[config.mk]
export PLATFORM = sky130hd
export DESIGN_NAME = pipe_ctrl
export DESIGN_NICKNAME = d
export VERILOG_FILES = /design/src/rtl/pipe_pkg.sv /design/src/rtl/hazard_unit.sv /design/src/rtl/pipe_ctrl.sv
export SDC_FILE = /design/constraint.sdc
export NUM_CORES = 1
export LEC_CHECK = 0
export CAP_MARGIN = 15
export CELL_PAD_IN_SITES_DETAIL_PLACEMENT = 1
export CELL_PAD_IN_SITES_GLOBAL_PLACEMENT = 1
export CORE_MARGIN = 2
export CORE_UTILIZATION = 31
export CTS_CLUSTER_SIZE = 28
export DETAILED_ROUTE_END_ITERATION = 8
export GPL_TIMING_DRIVEN = 0
export PLACE_DENSITY_LB_ADDON = 0.1
export SLEW_MARGIN = 20
export SYNTH_ARGS = -nofsm -noshare
export SYNTH_HDL_FRONTEND = slang
export SYNTH_SLANG_ARGS = --single-unit
[constraint.sdc]
create_clock -name clk -period 2.3 [get_ports clk]
set_input_delay 0.23 -clock clk [delete_from_list [all_inputs] [get_ports clk]]
set_output_delay 0.23 -clock clk [all_outputs]
set_load 0.02 [all_outputs]
[src/rtl/pipe_pkg.sv]
// Shared types and constants for the RV32 pipeline controller: sequencer
// states, forwarding-select encodings, stage indices into the valid vector.
package pipe_pkg;

    typedef enum logic [2:0] {
        FETCH     = 3'd0,
        DECODE    = 3'd1,
        EXECUTE   = 3'd2,
        MEMORY    = 3'd3,
        WRITEBACK = 3'd4
    } state_e;

    localparam logic [1:0] FWD_RF  = 2'b00;
    localparam logic [1:0] FWD_MEM = 2'b01;
    localparam logic [1:0] FWD_WB  = 2'b10;

    // Bit positions inside the {wb, mem, ex, id} valid vector.
    localparam int V_ID   = 0;
    localparam int V_EX   = 1;
    localparam int V_MEM  = 2;
    localparam int V_WB   = 3;
    localparam int NSTAGE = 4;

    localparam logic [4:0] REG_ZERO = 5'd0;

    // The younger producer (MEM) is checked first so it shadows a stale WB value.
    function automatic logic [1:0] fwd_select(
        input logic       mem_wr,
        input logic       mem_v,
        input logic [4:0] mem_rd,
        input logic       wb_wr,
        input logic       wb_v,
        input logic [4:0] wb_rd,
        input logic [4:0] rs
    );
        logic [1:0] sel;
        sel = FWD_RF;
        if (mem_wr && mem_v && (mem_rd != REG_ZERO) && (mem_rd == rs)) begin
            sel = FWD_MEM;
        end else if (wb_wr && wb_v && (wb_rd != REG_ZERO) && (wb_rd == rs)) begin
            sel = FWD_WB;
        end
        return sel;
    endfunction

endpackage

[src/rtl/hazard_unit.sv]
// Combinational hazard logic for overlapped mode: load-use detection and
// ALU operand forwarding selects.
module hazard_unit
    import pipe_pkg::*;
(
    input  logic [NSTAGE-1:0] valid_i,
    input  logic [4:0]        id_rs1_i,
    input  logic [4:0]        id_rs2_i,
    input  logic              id_uses_rs1_i,
    input  logic              id_uses_rs2_i,
    input  logic [4:0]        ex_rs1_i,
    input  logic [4:0]        ex_rs2_i,
    input  logic [4:0]        ex_rd_i,
    input  logic              ex_is_load_i,
    input  logic [4:0]        mem_rd_i,
    input  logic              mem_wr_i,
    input  logic [4:0]        wb_rd_i,
    input  logic              wb_wr_i,
    output logic              load_use_o,
    output logic [1:0]        fwd_a_o,
    output logic [1:0]        fwd_b_o
);

    logic rs1_hit;
    logic rs2_hit;

    assign rs1_hit = id_uses_rs1_i && (id_rs1_i == ex_rd_i);
    assign rs2_hit = id_uses_rs2_i && (id_rs2_i == ex_rd_i);

    // A load result only exists after MEM, so an ID consumer must wait one slot.
    assign load_use_o = valid_i[V_ID] && valid_i[V_EX] && ex_is_load_i &&
                        (ex_rd_i != REG_ZERO) && (rs1_hit || rs2_hit);

    assign fwd_a_o = fwd_select(mem_wr_i, valid_i[V_MEM], mem_rd_i,
                                wb_wr_i,  valid_i[V_WB],  wb_rd_i, ex_rs1_i);
    assign fwd_b_o = fwd_select(mem_wr_i, valid_i[V_MEM], mem_rd_i,
                                wb_wr_i,  valid_i[V_WB],  wb_rd_i, ex_rs2_i);

endmodule

[src/rtl/pipe_ctrl.sv]
// RV32 pipeline controller: PC, stage valids, register load enables, hazard
// handling and retire counting, in either overlapped or one-at-a-time mode.
module pipe_ctrl
    import pipe_pkg::*;
#(
    parameter int              XLEN      = 32,
    parameter logic [XLEN-1:0] RESET_PC  = '0,
    parameter bit              PIPELINED = 1'b1
) (
    input  logic              clk,
    input  logic              reset,
    input  logic              hold,
    input  logic [4:0]        id_rs1,
    input  logic [4:0]        id_rs2,
    input  logic              id_uses_rs1,
    input  logic              id_uses_rs2,
    input  logic [4:0]        ex_rs1,
    input  logic [4:0]        ex_rs2,
    input  logic [4:0]        ex_rd,
    input  logic              ex_is_load,
    input  logic              ex_redirect,
    input  logic [XLEN-1:0]   ex_target,
    input  logic [4:0]        mem_rd,
    input  logic [4:0]        wb_rd,
    input  logic              mem_wr,
    input  logic              wb_wr,
    output logic [XLEN-1:0]   pc,
    output logic              en_if_id,
    output logic              en_id_ex,
    output logic              en_ex_mem,
    output logic              en_mem_wb,
    output logic [NSTAGE-1:0] valid,
    output logic [1:0]        fwd_a,
    output logic [1:0]        fwd_b,
    output logic              retire,
    output logic [XLEN-1:0]   instret,
    output logic [2:0]        state
);

    localparam logic [XLEN-1:0] PC_STEP    = XLEN'(4);
    localparam logic [XLEN-1:0] ALIGN_MASK = ~XLEN'(3);

    logic [XLEN-1:0]   pc_q, pc_d;
    logic [XLEN-1:0]   instret_q, instret_d;
    logic [XLEN-1:0]   tgt_q, tgt_d;
    logic              redir_q, redir_d;
    logic [NSTAGE-1:0] valid_q, valid_d;
    state_e            state_q, state_d;

    logic              load_use;
    logic              redirect;
    logic              retire_c;
    logic [1:0]        fwd_a_c, fwd_b_c;
    logic              en_if_id_c, en_id_ex_c, en_ex_mem_c, en_mem_wb_c;
    logic [XLEN-1:0]   ex_target_al;

    assign ex_target_al = ex_target & ALIGN_MASK;
    assign redirect     = ex_redirect && valid_q[V_EX];

    generate
        if (PIPELINED) begin : g_hazard
            hazard_unit u_hazard (
                .valid_i       (valid_q),
                .id_rs1_i      (id_rs1),
                .id_rs2_i      (id_rs2),
                .id_uses_rs1_i (id_uses_rs1),
                .id_uses_rs2_i (id_uses_rs2),
                .ex_rs1_i      (ex_rs1),
                .ex_rs2_i      (ex_rs2),
                .ex_rd_i       (ex_rd),
                .ex_is_load_i  (ex_is_load),
                .mem_rd_i      (mem_rd),
                .mem_wr_i      (mem_wr),
                .wb_rd_i       (wb_rd),
                .wb_wr_i       (wb_wr),
                .load_use_o    (load_use),
                .fwd_a_o       (fwd_a_c),
                .fwd_b_o       (fwd_b_c)
            );
        end else begin : g_no_hazard
            assign load_use = 1'b0;
            assign fwd_a_c  = FWD_RF;
            assign fwd_b_c  = FWD_RF;
        end
    endgenerate

    assign retire_c  = !hold && (PIPELINED ? valid_q[V_WB] : (state_q == WRITEBACK));
    assign instret_d = instret_q + XLEN'(retire_c);

    always_comb begin
        // NOTE: every signal written here gets a default first, so no path can leave one unassigned and infer a latch.
        pc_d        = pc_q;
        valid_d     = valid_q;
        state_d     = state_q;
        redir_d     = redir_q;
        tgt_d       = tgt_q;
        en_if_id_c  = 1'b0;
        en_id_ex_c  = 1'b0;
        en_ex_mem_c = 1'b0;
        en_mem_wb_c = 1'b0;

        if (PIPELINED) begin
            state_d = FETCH;
            if (!hold) begin
                en_id_ex_c  = 1'b1;
                en_ex_mem_c = 1'b1;
                en_mem_wb_c = 1'b1;
                // Redirect is checked first: a stalled ID instruction is squashed anyway.
                if (redirect) begin
                    en_if_id_c = 1'b1;
                    pc_d       = ex_target_al;
                    valid_d    = {valid_q[V_MEM], valid_q[V_EX], 1'b0, 1'b0};
                end else if (load_use) begin
                    valid_d    = {valid_q[V_MEM], valid_q[V_EX], 1'b0, valid_q[V_ID]};
                end else begin
                    en_if_id_c = 1'b1;
                    pc_d       = pc_q + PC_STEP;
                    valid_d    = {valid_q[V_MEM], valid_q[V_EX], valid_q[V_ID], 1'b1};
                end
            end
        end else if (!hold) begin
            unique case (state_q)
                FETCH: begin
                    state_d = DECODE;
                    valid_d = 4'b0001;
                end
                DECODE: begin
                    en_if_id_c = 1'b1;
                    state_d    = EXECUTE;
                    valid_d    = 4'b0010;
                end
                EXECUTE: begin
                    en_id_ex_c = 1'b1;
                    redir_d    = ex_redirect;
                    tgt_d      = ex_target_al;
                    state_d    = MEMORY;
                    valid_d    = 4'b0100;
                end
                MEMORY: begin
                    en_ex_mem_c = 1'b1;
                    state_d     = WRITEBACK;
                    valid_d     = 4'b1000;
                end
                WRITEBACK: begin
                    en_mem_wb_c = 1'b1;
                    pc_d        = redir_q ? tgt_q : (pc_q + PC_STEP);
                    redir_d     = 1'b0;
                    state_d     = FETCH;
                    valid_d     = '0;
                end
                default: begin
                    state_d = FETCH;
                    valid_d = '0;
                end
            endcase
        end
    end

    always_ff @(posedge clk) begin
        // NOTE: state registers use non-blocking assignment so every register samples pre-edge values.
        if (!reset) begin
            pc_q      <= RESET_PC;
            valid_q   <= '0;
            instret_q <= '0;
            state_q   <= FETCH;
            redir_q   <= 1'b0;
            tgt_q     <= '0;
        end else begin
            pc_q      <= pc_d;
            valid_q   <= valid_d;
            instret_q <= instret_d;
            state_q   <= state_d;
            redir_q   <= redir_d;
            tgt_q     <= tgt_d;
        end
    end

    assign pc        = pc_q;
    assign valid     = valid_q;
    assign instret   = instret_q;
    assign state     = state_q;
    assign retire    = retire_c;
    assign fwd_a     = fwd_a_c;
    assign fwd_b     = fwd_b_c;
    assign en_if_id  = en_if_id_c;
    assign en_id_ex  = en_id_ex_c;
    assign en_ex_mem = en_ex_mem_c;
    assign en_mem_wb = en_mem_wb_c;

endmodule

### Yosys cells after proc, flatten, opt, wreduce, memory -nomap -nowiden

Index checks and enable logic that the tools add are counted.

| operators by class | value |
|---|---|
| $add $sub $neg | 2 |
| equal/unequal tests | 7 |
| muxes and demuxes | 12 |
| bitwise gates (word level) | 1 |
| reductions and logical operators | 22 |

Operator list:

| kind | count |
|---|---|
| 32-bit two-way mux | 2 |
| 32-bit by 1-bit adder with 32-bit output | 1 |
| 32-bit by 3-bit adder with 32-bit output (second input constant) | 1 |
| 5-bit == test | 6 |
| 1-bit logical AND | 16 |
| 5-bit nonzero test | 3 |
| 2-bit two-way mux | 6 |
| 1-bit two-way mux | 4 |
| 2-bit inequality test (second input constant) | 1 |
| 2-bit AND reduction | 1 |
| 1-bit logical NOT | 1 |
| 1-bit logical OR | 1 |
| 1-bit NOT | 1 |

| word-level totals | value |
|---|---|
| register bits | 68 |
| input bits | 76 |
| output and inout bits | 80 |
| word-level logic and storage cells | 48 |

### Longest topological paths before layout

Gate-level depths: netlist of the first run.

| logic depth | value |
|---|---|
| depth in word-level cells | 7 |
| depth in mapped cells | 9 |
| gate-level depth less buffers | 7 |

### Hierarchy

Synthesis of the first run repeated with hierarchy kept, for this count alone.

| unflattened totals | value |
|---|---|
| cell total of the unflattened synthesis | 504 |
| area, all modules | 4066.4 µm² |

Modules (own cells, without submodules):

| module | instances | cells an instance | area an instance (µm²) | sequential area each (µm²) |
|---|---|---|---|---|
| pipe_ctrl | 1 | 454 | 3661.0 | 1321.3 |
| hazard_unit | 1 | 50 | 405.4 | 0.0 |

### Worst setup path before layout of the first run

Ideal clock, no wire load.

| timing path | value |
|---|---|
| kind | register to register |
| start | reg valid_q[3], in the netlist valid[3] |
| end | reg instret_q[26], in the netlist instret[26] |
| setup time | 0.071 ns |
| data arrival time | 2.402 ns |
| data required time | 2.229 ns |
| setup slack | -0.173 ns |
| stages on the path, launching flop included | 9 |
| buffers on the path | 1 |
| period minus slack after synthesis | 2.473 ns |
| path through | dfxtp_1 > nor2b_1 > ha_1 > ha_1 > and3_1 > clkbuf_1 > nand3_1 > or3_1 > a21oi_1 |

| on the way | value |
|---|---|
| cells in the longest elaborated chain, start to end | 2 |

Ends and longest elaborated chain:

| element | RTL line | source |
|---|---|---|
| start: declaration | pipe_ctrl.sv:47 | `logic [NSTAGE-1:0] valid_q, valid_d;` |
| start signal: assignment | pipe_ctrl.sv:170 | `valid_q <= valid_d;` |
| 1-bit logical AND | pipe_ctrl.sv:87 | `assign retire_c = !hold && (PIPELINED ? valid_q[V_WB] : (state_q == WRITEBACK));` |
| via retire | pipe_ctrl.sv:35 | `output logic retire,` |
| 32-bit by 1-bit adder with 32-bit output | pipe_ctrl.sv:88 | `assign instret_d = instret_q + XLEN'(retire_c);` |
| end signal: assignment | pipe_ctrl.sv:171 | `instret_q <= instret_d;` |
| end: declaration | pipe_ctrl.sv:44 | `logic [XLEN-1:0] instret_q, instret_d;` |

The timed path passes the listed nets, and every way through them passes these cells.
A chain may end at the register's enable or synchronous reset.

### Worst setup path in the final report of the first run

| timing path | value |
|---|---|
| start | in mem_rd[2] |
| end | out fwd_a[0] |

| on the way | value |
|---|---|
| cells in the longest elaborated chain, start to end | 4 |
| elaborated cells on any way between the ends | 5 |
| classes of those cells | eq/ne (1); mux (1); reduce/logical (3) |

Ends and longest elaborated chain:

| element | RTL line | source |
|---|---|---|
| start: declaration | pipe_ctrl.sv:23 | `input logic [4:0] mem_rd,` |
| 5-bit nonzero test | pipe_pkg.sv:38 | `if (mem_wr && mem_v && (mem_rd != REG_ZERO) && (mem_rd == rs)) begin` |
| 1-bit logical AND | pipe_pkg.sv:38 |  |
| 1-bit logical AND * | pipe_pkg.sv:38 |  |
| 2-bit two-way mux * | pipe_pkg.sv:38 |  |
| end: declaration | pipe_ctrl.sv:33 | `output logic [1:0] fwd_a,` |

Every way passes the cells marked *; elsewhere a longest branch is shown, timed or not.

==> out/metrics.cfg, run 1 <==
[status]
status=completed

[floorplan]
ioPinCount=156
die-area_sq_um=13500
core_sq_um=12500
die_height_microns=116
die_x_microns=116
row_count=41
initial_core_util=0.314

[global_routing]
grt_max_degree=11
antenna_found_initial=1
grt_usage=0.227
grt.overflow.total=0
grt_pass1_vias=4542
grt_pass1_wl_microns=23800

[drt]
drt-initial-drc-count=187
vias_per_cell=5.30
routed_wl_microns=15400
drtPass1Iterations=4
vias=4414
ant_nets=0
wire_per_inst_microns=18.5
drc=0

[sta]
hold_viol=0
post-route-period-util=0.967
period_needed_ns=2.22
relSlewSlack=0.500
fmax_mhz=450
clock_skew_ns=0.00896
setup_viol=0
hold_ws_ns=0.290
drv_slew=0
tightestPinTransition_ns=0.743

[power_and_ir_drop]
p_switching_mw=0.746
seq_power_share=0.406
internal-power_mw=2.15
switching_share=0.258
leakage_nw=2.25
p_comb_frac=0.146
power_mw=2.89
powerDensity_nw_per_um2=474
p_clk_frac=0.448
peakVddDrop_mv=0.294

[finish]
final_layout_size_suffix_gt1_frac=0.118
final_cell_mix=clkdlybuf4s50_1 (127), dfxtp_1 (66), nor2_1 (48)
final_util=0.490
layout_commonest_cell=clkdlybuf4s50_1
nets=735
synthToLayoutAreaGrowth_pct=56.2

[worst_setup_path]
worst_ep_required_time_ns=2.07
cp.buffers_inverters=3
start_kind=primary input
crit_chain=clkdlybuf4s50_1 -> or4_4 -> o211ai_1 -> buf_4 -> nor4_2 -> dlygate4sd2_1
arrival_ns=1.99
cp_slowest_stage_delay_ns=0.50
crit_path_max_fanout=3
critPathCaptureType=output port
critical_path_class=primary input to output port
cp_top_family=buffers and inverters
crit_slowest_cell=or4_4

[logic_synthesis]
synth-seq-cells=66
synth-edff-count=0
synthesis.area_sq_um=3910
netlist_instances=481
yosysTopAreaCellShare=0.338
synth_area_leaders=dfxtp_1 (34%), xor2_1 (8.7%), nor2_1 (4.6%), nand2_1 (4.5%), a21oi_1 (4.5%)
ys_warn_count=0
async_flop_share=0
ys.flop_type=dfxtp_1
synth.avg_cell_area_sq_um=8.13
yosysSeqAreaShare=0.338
synth.distinct_cells=58
synth_area_leader_cell=dfxtp_1

[clocking]
h-tree-depth=3
tritoncts=built
clk_latency_ns=0.34
clk_pin_slew_ns=0.06
clockBufferDepth=2
numCtsBuffers=9
cts.sinks=66
cts_root_buf=clkbuf_16

[placed_design]
io_buffers=147
hpwl_microns=11200
gp_congestion=0.825

[hold_path]
hold_path.class=primary input to flop

[job]
maxCapViolCount=0

-- final timing paths --
check / from / endpoint / slack, ns / cells past startpoint
worst max-delay path: mem_rd[2] / fwd_a[0] / 0.08 / 6
worst min-delay path: hold / valid[1] / 0.29 / 3
worst max register to register: valid[3] / instret[30] / 0.17 / 7
worst min register to register: pc[13] / pc[13] / 0.52 / 2
-- per-stage QoR --
| stage | worst slack, ns | instance area [sq um] | cells | setup TNS, ns |
|---|---|---|---|---|
| 5_1_grt | -0.0169 | 6100 | 832 | -0.0216 |
| 2_1_floorplan | 0.0348 | 3930 | 485 | 0 |
| 3_5_place_dp | -0.893 | 5620 | 804 | -11.42 |
| 3_3_place_gp | -0.882 | 5620 | 804 | -10.09 |
| 4_1_cts | 0.00717 | 5960 | 825 | 0 |
| 6_report | 0.0763 | 6110 | 833 | 0 |
-- worst register-to-register path, delay by kind of cell (launching register included) --
family | cells | cell delay, ns
AOI/OAI and AO/OA | 1 | 0.16
and+or+nand+nor | 4 | 1.00
adders and majority gates | 2 | 0.49
DFF | 1 | 0.40
-- cell families (layout without fill, tap and decap cells) --
logic type | Yosys count | in the layout | share of synthesized area
simple gates | 201 | 201 | 0.275
mux | 3 | 3 | 0.00768
xor+xnor | 56 | 56 | 0.125
other cells | 1 | 6 | 0.000959
compound gates | 107 | 107 | 0.187
fa+ha+maj | 3 | 3 | 0.00960
buf+inv | 44 | 219 | 0.0560
flops | 66 | 66 | 0.338
-- power by group through the flow --
stage	clock (mW)	sequential, mW	combinational, mW
2_1_floorplan	0	1.21	0.150
4_1_cts	1.31	1.18	0.408
3_5_place_dp	0	1.20	0.397
6_report	1.30	1.18	0.423
5_1_grt	1.36	1.18	0.454
3_3_place_gp	0	1.20	0.391
-- synthesized netlist by cell type, drive strengths merged (7+ instances only) --
cell type	n
o32ai	8
and2	10
o21ai	10
xnor2	17
xor2	39
nand2	47
nand4	16
o31ai	15
inv	8
and3	10
nand3	24
or3	8
nor3	9
nor2	48
clkbuf	18
a21oi	35
o211ai	9
a32oi	7
buf	16
nor4	13
dfxtp	66
-- metal layers --
metal | global-route usage | part of all wire | routed length, microns
met5 | 0 | 0.00084 | 13
met4 | 0.0778 | 0.016 | 246
met3 | 0.0363 | 0.046 | 707
met2 | 0.413 | 0.52 | 8100
met1 | 0.271 | 0.41 | 6360
-- cell type report --
class / count / area, sq um
diodes: 1 / 2.50
plain buffers: 33 / 196
fillers: 1490 / 6360
repair buffers: 162 / 1590
clock inverters: 3 / 15.0
inverters: 9 / 33.8
well taps: 172 / 215
multi-input cells: 375 / 2470
clock buffers: 12 / 256
flip-flops and latches: 66 / 1320
-- state kept, by name, summed over array words and instances, names as in the netlist --
name / cells
instret: 32
pc: 30
valid: 4
-- what timing repair did --
action | 4_1_cts | 5_1_grt
resized for setup | 31 | 25
setup endpoints to repair | 19 | 13
hold buffers | 0 | 0
pin swaps | 7 | 7
cloned | 0 | 0
setup buffers | 7 | 8
(Power assumes the default switching activity.)
==> inputs of run 2 (changes only) <==
--- a/config.mk
+++ b/config.mk
@@ -9,7 +9,7 @@
 export CELL_PAD_IN_SITES_DETAIL_PLACEMENT = 1
 export CELL_PAD_IN_SITES_GLOBAL_PLACEMENT = 1
 export CORE_MARGIN = 2
-export CORE_UTILIZATION = 31
+export CORE_UTILIZATION = 34
 export CTS_CLUSTER_SIZE = 28
 export DETAILED_ROUTE_END_ITERATION = 8
 export GPL_TIMING_DRIVEN = 0
==> constraint.sdc (replaced) <==
create_clock -name clk -period 2.6 [get_ports clk]
set_input_delay 0.26 -clock clk [delete_from_list [all_inputs] [get_ports clk]]
set_output_delay 0.26 -clock clk [all_outputs]
set_load 0.02 [all_outputs]
==> run 2 against run 1 <==
Via count decreased by 2.1%. Critical endpoint is now fwd_b[0]. Sequential share of layout area up 0.82 points. Non-clock buffer count shrank 14. Highest routed layer is now met4. Cell area shrank 3.6%. Global-route usage increased by 0.082 points. Sequential cell count unchanged.
==> out/metrics.cfg, run 2 (same netlist as run 1, synthesis figures left out) <==
[placed_design]
io_buffers=147  ; unchanged
dp.cells=775  ; -3.6%
gp_congestion=0.802  ; -2.8%
placed_cell_area_sq_um=5580  ; -0.78%
pre_cts_slack_ns=-0.660  ; +0.233 ns
hpwl_microns=10800  ; -3.5%

[hold_path]
hold_path.class=primary input to flop

[finish]
final_area_sq_um=5880  ; -3.6%
synthToLayoutAreaGrowth_pct=50.5
final_cell_mix=clkdlybuf4s50_1 (144), dfxtp_1 (66), nor2_1 (48)
nets=721  ; -1.9%
layout_commonest_cell=clkdlybuf4s50_1
n_antenna_cell=0  ; -1
final_layout_size_suffix_gt1_frac=0.0804  ; -0.0378
largest_reg_flops=32  ; unchanged
final_util=0.520  ; +0.0299
fin_cells=790  ; -5.2%

[clocking]
clockBufferDepth=2  ; unchanged
numCtsBuffers=9  ; unchanged
cts_root_buf=clkbuf_16
clk_latency_ns=0.33  ; about the same
cts.sinks=66  ; unchanged
clk_pin_slew_ns=0.05  ; about the same
tritoncts=built
ctsHoldBuffers=0  ; unchanged
h-tree-depth=3  ; unchanged

[worst_setup_path]
cp_top_family=buffers and inverters
arrival_ns=2.21  ; +0.22 ns
crit_slowest_cell=clkdlybuf4s50_1
cp-endpoint=fwd_b[0]
cp_slowest_stage_delay_ns=0.57  ; +0.07 ns
rr_startpoint=pc[2]
crit_start=mem_rd[0]
critical_path_class=primary input to output port
timing.rr.end=pc[30]
worst_ep_required_time_ns=2.34  ; +0.27 ns
reg2regPathDepth=7  ; unchanged
start_kind=primary input
r2r_setup_slack_ns=0.21  ; +0.04 ns
cp.buffers_inverters=2  ; -1
cpMostUsedCell=clkdlybuf4s50_1
critPathCaptureType=output port
crit_chain=clkdlybuf4s50_1 -> or4_1 -> o211ai_1 -> nor4_1 -> clkdlybuf4s50_1
cp_num_cells=5  ; -1
crit_path_max_fanout=3  ; unchanged

[floorplan]
die-area_sq_um=12400  ; -8.5%
die_x_microns=111  ; -4.4%
die_height_microns=111  ; -4.4%
row_count=39  ; -4.9%
initial_core_util=0.345  ; +0.0317
ioPinCount=156  ; unchanged
core_sq_um=11300  ; -9.2%

[sta]
clock_skew_ns=0.00525  ; -0.00371 ns
drv_slew=0  ; unchanged
period_needed_ns=2.47
relSlewSlack=0.549  ; +0.0487
setup_viol=0  ; unchanged
tightestPinTransition_ns=0.676  ; -0.0662 ns
fin_ws_ns=0.126  ; +0.0501 ns
rsz0062_at_grt=false
post-route-period-util=0.951
hold_viol=0  ; unchanged
fmax_mhz=404

[global_routing]
grt_pass1_vias=4518  ; -0.53%
antenna_found_initial=0  ; -1
grt_max_degree=20  ; +9
grt_pass1_wl_microns=22900  ; -3.7%
grt_usage=0.228  ; +0.000822
grt.overflow.total=0  ; unchanged

[status]
status=completed

[drt]
wire_per_inst_microns=17.8  ; -3.7%
drtPass1Iterations=6  ; +2
drc=0  ; unchanged
vias_per_cell=5.47  ; +3.2%
routed_wl_microns=14100  ; -8.7%
ant_nets=0  ; unchanged
vias=4320  ; -2.1%
drt-initial-drc-count=205  ; +9.6%

[power_and_ir_drop]
powerDensity_nw_per_um2=439  ; -7.3%
peakVddDrop_mv=0.237  ; -19%
power_mw=2.58  ; -11%
leakage_nw=2.05  ; -8.7%

[job]
maxCapViolCount=0  ; unchanged

-- run 2: repair_timing --
| action | CTS | global route |
|---|---|---|
| cloned | 0 | 0 |
| endpoints found under the setup margin | 3 | 9 |
| setup buffers | 1 | 0 |
| resized for setup | 3 | 14 |
| pin swaps | 1 | 1 |
-- run 2: how the worst min path moves through the flow --
stage                              from          end  cells past startpoint
final                              hold     valid[1]                      3
after global routing               hold     valid[1]                      3
after CTS                          hold     valid[1]                      3
after detailed placement    instret[27]  instret[27]                      2
after global placement      instret[27]  instret[27]                      2
after floorplan           ex_target[21]       pc[21]                      2
-- run 2: power by group --
group          leakage, nW  switching, mW  internal [mW]
Sequential           0.533         0.0161           1.02
Clock                0.136          0.449          0.739
Combinational         1.38          0.173          0.184
-- run 2: through the flow --
step	TNS, ns	hold slack, ns
2_1_floorplan	0	0.438
3_3_place_gp	-1.84	0.480
3_5_place_dp	-2.67	0.506
4_1_cts	-0.240	0.300
5_1_grt	0	0.318
6_report	0	0.297
-- run 2: cell type report --
type / instances / area (sq um)
fillers: 1357 / 5440
multi-input cells: 375 / 2410
repair buffers: 148 / 1470
flip-flops and latches: 66 / 1320
clock buffers: 11 / 233
plain buffers: 33 / 185
well taps: 143 / 179
clock inverters: 5 / 55.1
inverters: 9 / 33.8
-- run 2: worst register-to-register path: stages, from the launching register on --
cell and delay [ns]:
dfxtp_1 0.42, ha_1 0.24, nand2_1 0.15, nor4_4 0.67, nand4_1 0.30, o21a_1 0.24
o211ai_1 0.15, o31ai_1 0.09
-- run 2: layer usage --
| layer | share of wire | vias up | global-route usage |
|---|---|---|---|
| li1 | - | 2067 | - |
| met1 | 0.45 | 2095 | 0.295 |
| met2 | 0.48 | 145 | 0.376 |
| met3 | 0.066 | 13 | 0.0596 |
| met4 | 0.0087 | 0 | 0.0634 |
| met5 | 0 | - | 0 |
==> inputs of run 3 (changes only) <==
==> constraint.sdc (replaced) <==
create_clock -name clk -period 3 [get_ports clk]
set_input_delay 0.3 -clock clk [delete_from_list [all_inputs] [get_ports clk]]
set_output_delay 0.3 -clock clk [all_outputs]
set_load 0.02 [all_outputs]
==> run 3 against run 2 <==
Global-route usage is the same. Combinational power shrank 13%. Clock-buffer cell count is the same. Wire length is essentially flat. Worst hold slack gained 0.033 ns.
==> out/metrics.cfg, run 3 (same netlist as run 1, synthesis figures left out) <==
[status]
status=completed

[finish]
layout_commonest_cell=clkdlybuf4s50_1
n_antenna_cell=0  ; unchanged
fin_cells=791  ; +0.13%
final_util=0.521  ; +0.00122
final_cell_mix=clkdlybuf4s50_1 (145), dfxtp_1 (66), nor2_1 (48)
final_layout_size_suffix_gt1_frac=0.0741  ; -0.00630
final_area_sq_um=5900  ; +0.23%
nets=722  ; +0.14%
synthToLayoutAreaGrowth_pct=50.8
largest_reg_flops=32  ; unchanged

[drt]
vias=4310  ; -0.23%
drt-initial-drc-count=202  ; -1.5%
drtPass1Iterations=4  ; -2
vias_per_cell=5.45  ; -0.36%
ant_nets=0  ; unchanged
wire_per_inst_microns=17.8  ; -0.13%
drc=0  ; unchanged
routed_wl_microns=14100  ; about the same

[placed_design]
placed_cell_area_sq_um=5580  ; unchanged
gp_congestion=0.802  ; unchanged
io_buffers=147  ; unchanged
dp.cells=775  ; unchanged
hpwl_microns=10800  ; unchanged
pre_cts_slack_ns=-0.340  ; +0.320 ns

[sta]
fin_setup_tns_ns=0  ; unchanged
setup_viol=0  ; unchanged
rsz0062_at_grt=false
hold_ws_ns=0.330  ; +0.0332 ns
hold_viol=0  ; unchanged
fmax_mhz=352
relSlewSlack=0.546  ; -0.00296
post-route-period-util=0.948
period_needed_ns=2.84
tightestPinTransition_ns=0.681  ; +0.00445 ns
clock_skew_ns=0.00575  ; +0.000502 ns
fin_ws_ns=0.156  ; +0.0292 ns
drv_slew=0  ; unchanged

[worst_setup_path]
worst_ep_required_time_ns=2.70  ; +0.36 ns
critPathCaptureType=output port
critical_path_class=primary input to output port
arrival_ns=2.54  ; +0.33 ns
start_kind=primary input
crit_path_max_fanout=19  ; +16

[global_routing]
grt_max_degree=20  ; unchanged
grt_pass1_vias=4518  ; unchanged
grt.overflow.total=0  ; unchanged
grt_usage=0.228  ; unchanged
grt_pass1_wl_microns=22900  ; unchanged
antenna_found_initial=0  ; unchanged

[floorplan]
ioPinCount=156  ; unchanged
die_height_microns=111  ; unchanged
initial_core_util=0.345  ; unchanged
die-area_sq_um=12400  ; unchanged
die_x_microns=111  ; unchanged
core_sq_um=11300  ; unchanged
row_count=39  ; unchanged

[clocking]
numCtsBuffers=9  ; unchanged
cts.sinks=66  ; unchanged
clk_pin_slew_ns=0.06  ; about the same
tritoncts=built
clk_latency_ns=0.33  ; about the same
clockBufferDepth=2  ; unchanged
cts_root_buf=clkbuf_16
h-tree-depth=3  ; unchanged
ctsHoldBuffers=0  ; unchanged

[power_and_ir_drop]
peakVddDrop_mv=0.208  ; -12%
power_mw=2.24  ; -13%
leakage_nw=2.08  ; +1.2%
powerDensity_nw_per_um2=381  ; -13%

[job]
maxCapViolCount=0  ; unchanged

[hold_path]
hold_path.class=primary input to flop

run 3: cell count changes in the layout (fill, tap and decap cells not counted), sizes merged:
cell and delta:
clkbuf -1, clkdlybuf4s50 +1, dlymetal6s2s +1
run 3: critical path, cell delays in order:
cell             delay (ns)
clkdlybuf4s50_1        0.47
xor2_1                 0.19
nor4_2                 0.30
a32oi_2                0.21
o31ai_4                0.26
buf_8                  0.22
inv_1                  0.05
clkdlybuf4s50_1        0.53
run 3: where the power goes:
part | switching (mW) | internal, mW
clock | 0.394 | 0.641
sequential | 0.0140 | 0.887
combinational | 0.150 | 0.159
run 3: per-layer routing:
| metal | global-route usage | wire length [microns] |
|---|---|---|
| met3 | 0.0596 | 993 |
| met4 | 0.0634 | 155 |
| met1 | 0.295 | 6250 |
| met2 | 0.376 | 6700 |
| met5 | 0 | 0 |
run 3: worst paths after layout:
| kind | cells after the start | endpoint | start | slack [ns] |
|---|---|---|---|---|
| setup / recovery | 8 | en_if_id | ex_rd[1] | 0.16 |
| hold reg to reg | 2 | instret[29] | instret[29] | 0.51 |
| hold / removal | 3 | valid[1] | hold | 0.33 |
| setup reg to reg | 8 | instret[26] | valid[3] | 0.43 |
run 3: area by class of cell:
type,count,area (sq um)
fillers,1359,5420
clock buffers,11,233
plain buffers,34,188
flip-flops and latches,66,1320
multi-input cells,375,2400
repair buffers,148,1480
clock inverters,5,55.1
well taps,143,179
inverters,9,33.8
run 3: timing repair:
item / CTS / global route
buffers inserted: 1 / 0
resized for setup: 1 / 6
endpoints found under the setup margin: 1 / 3
endpoints found under the hold margin: 0 / 0
pin swaps: 1 / 1
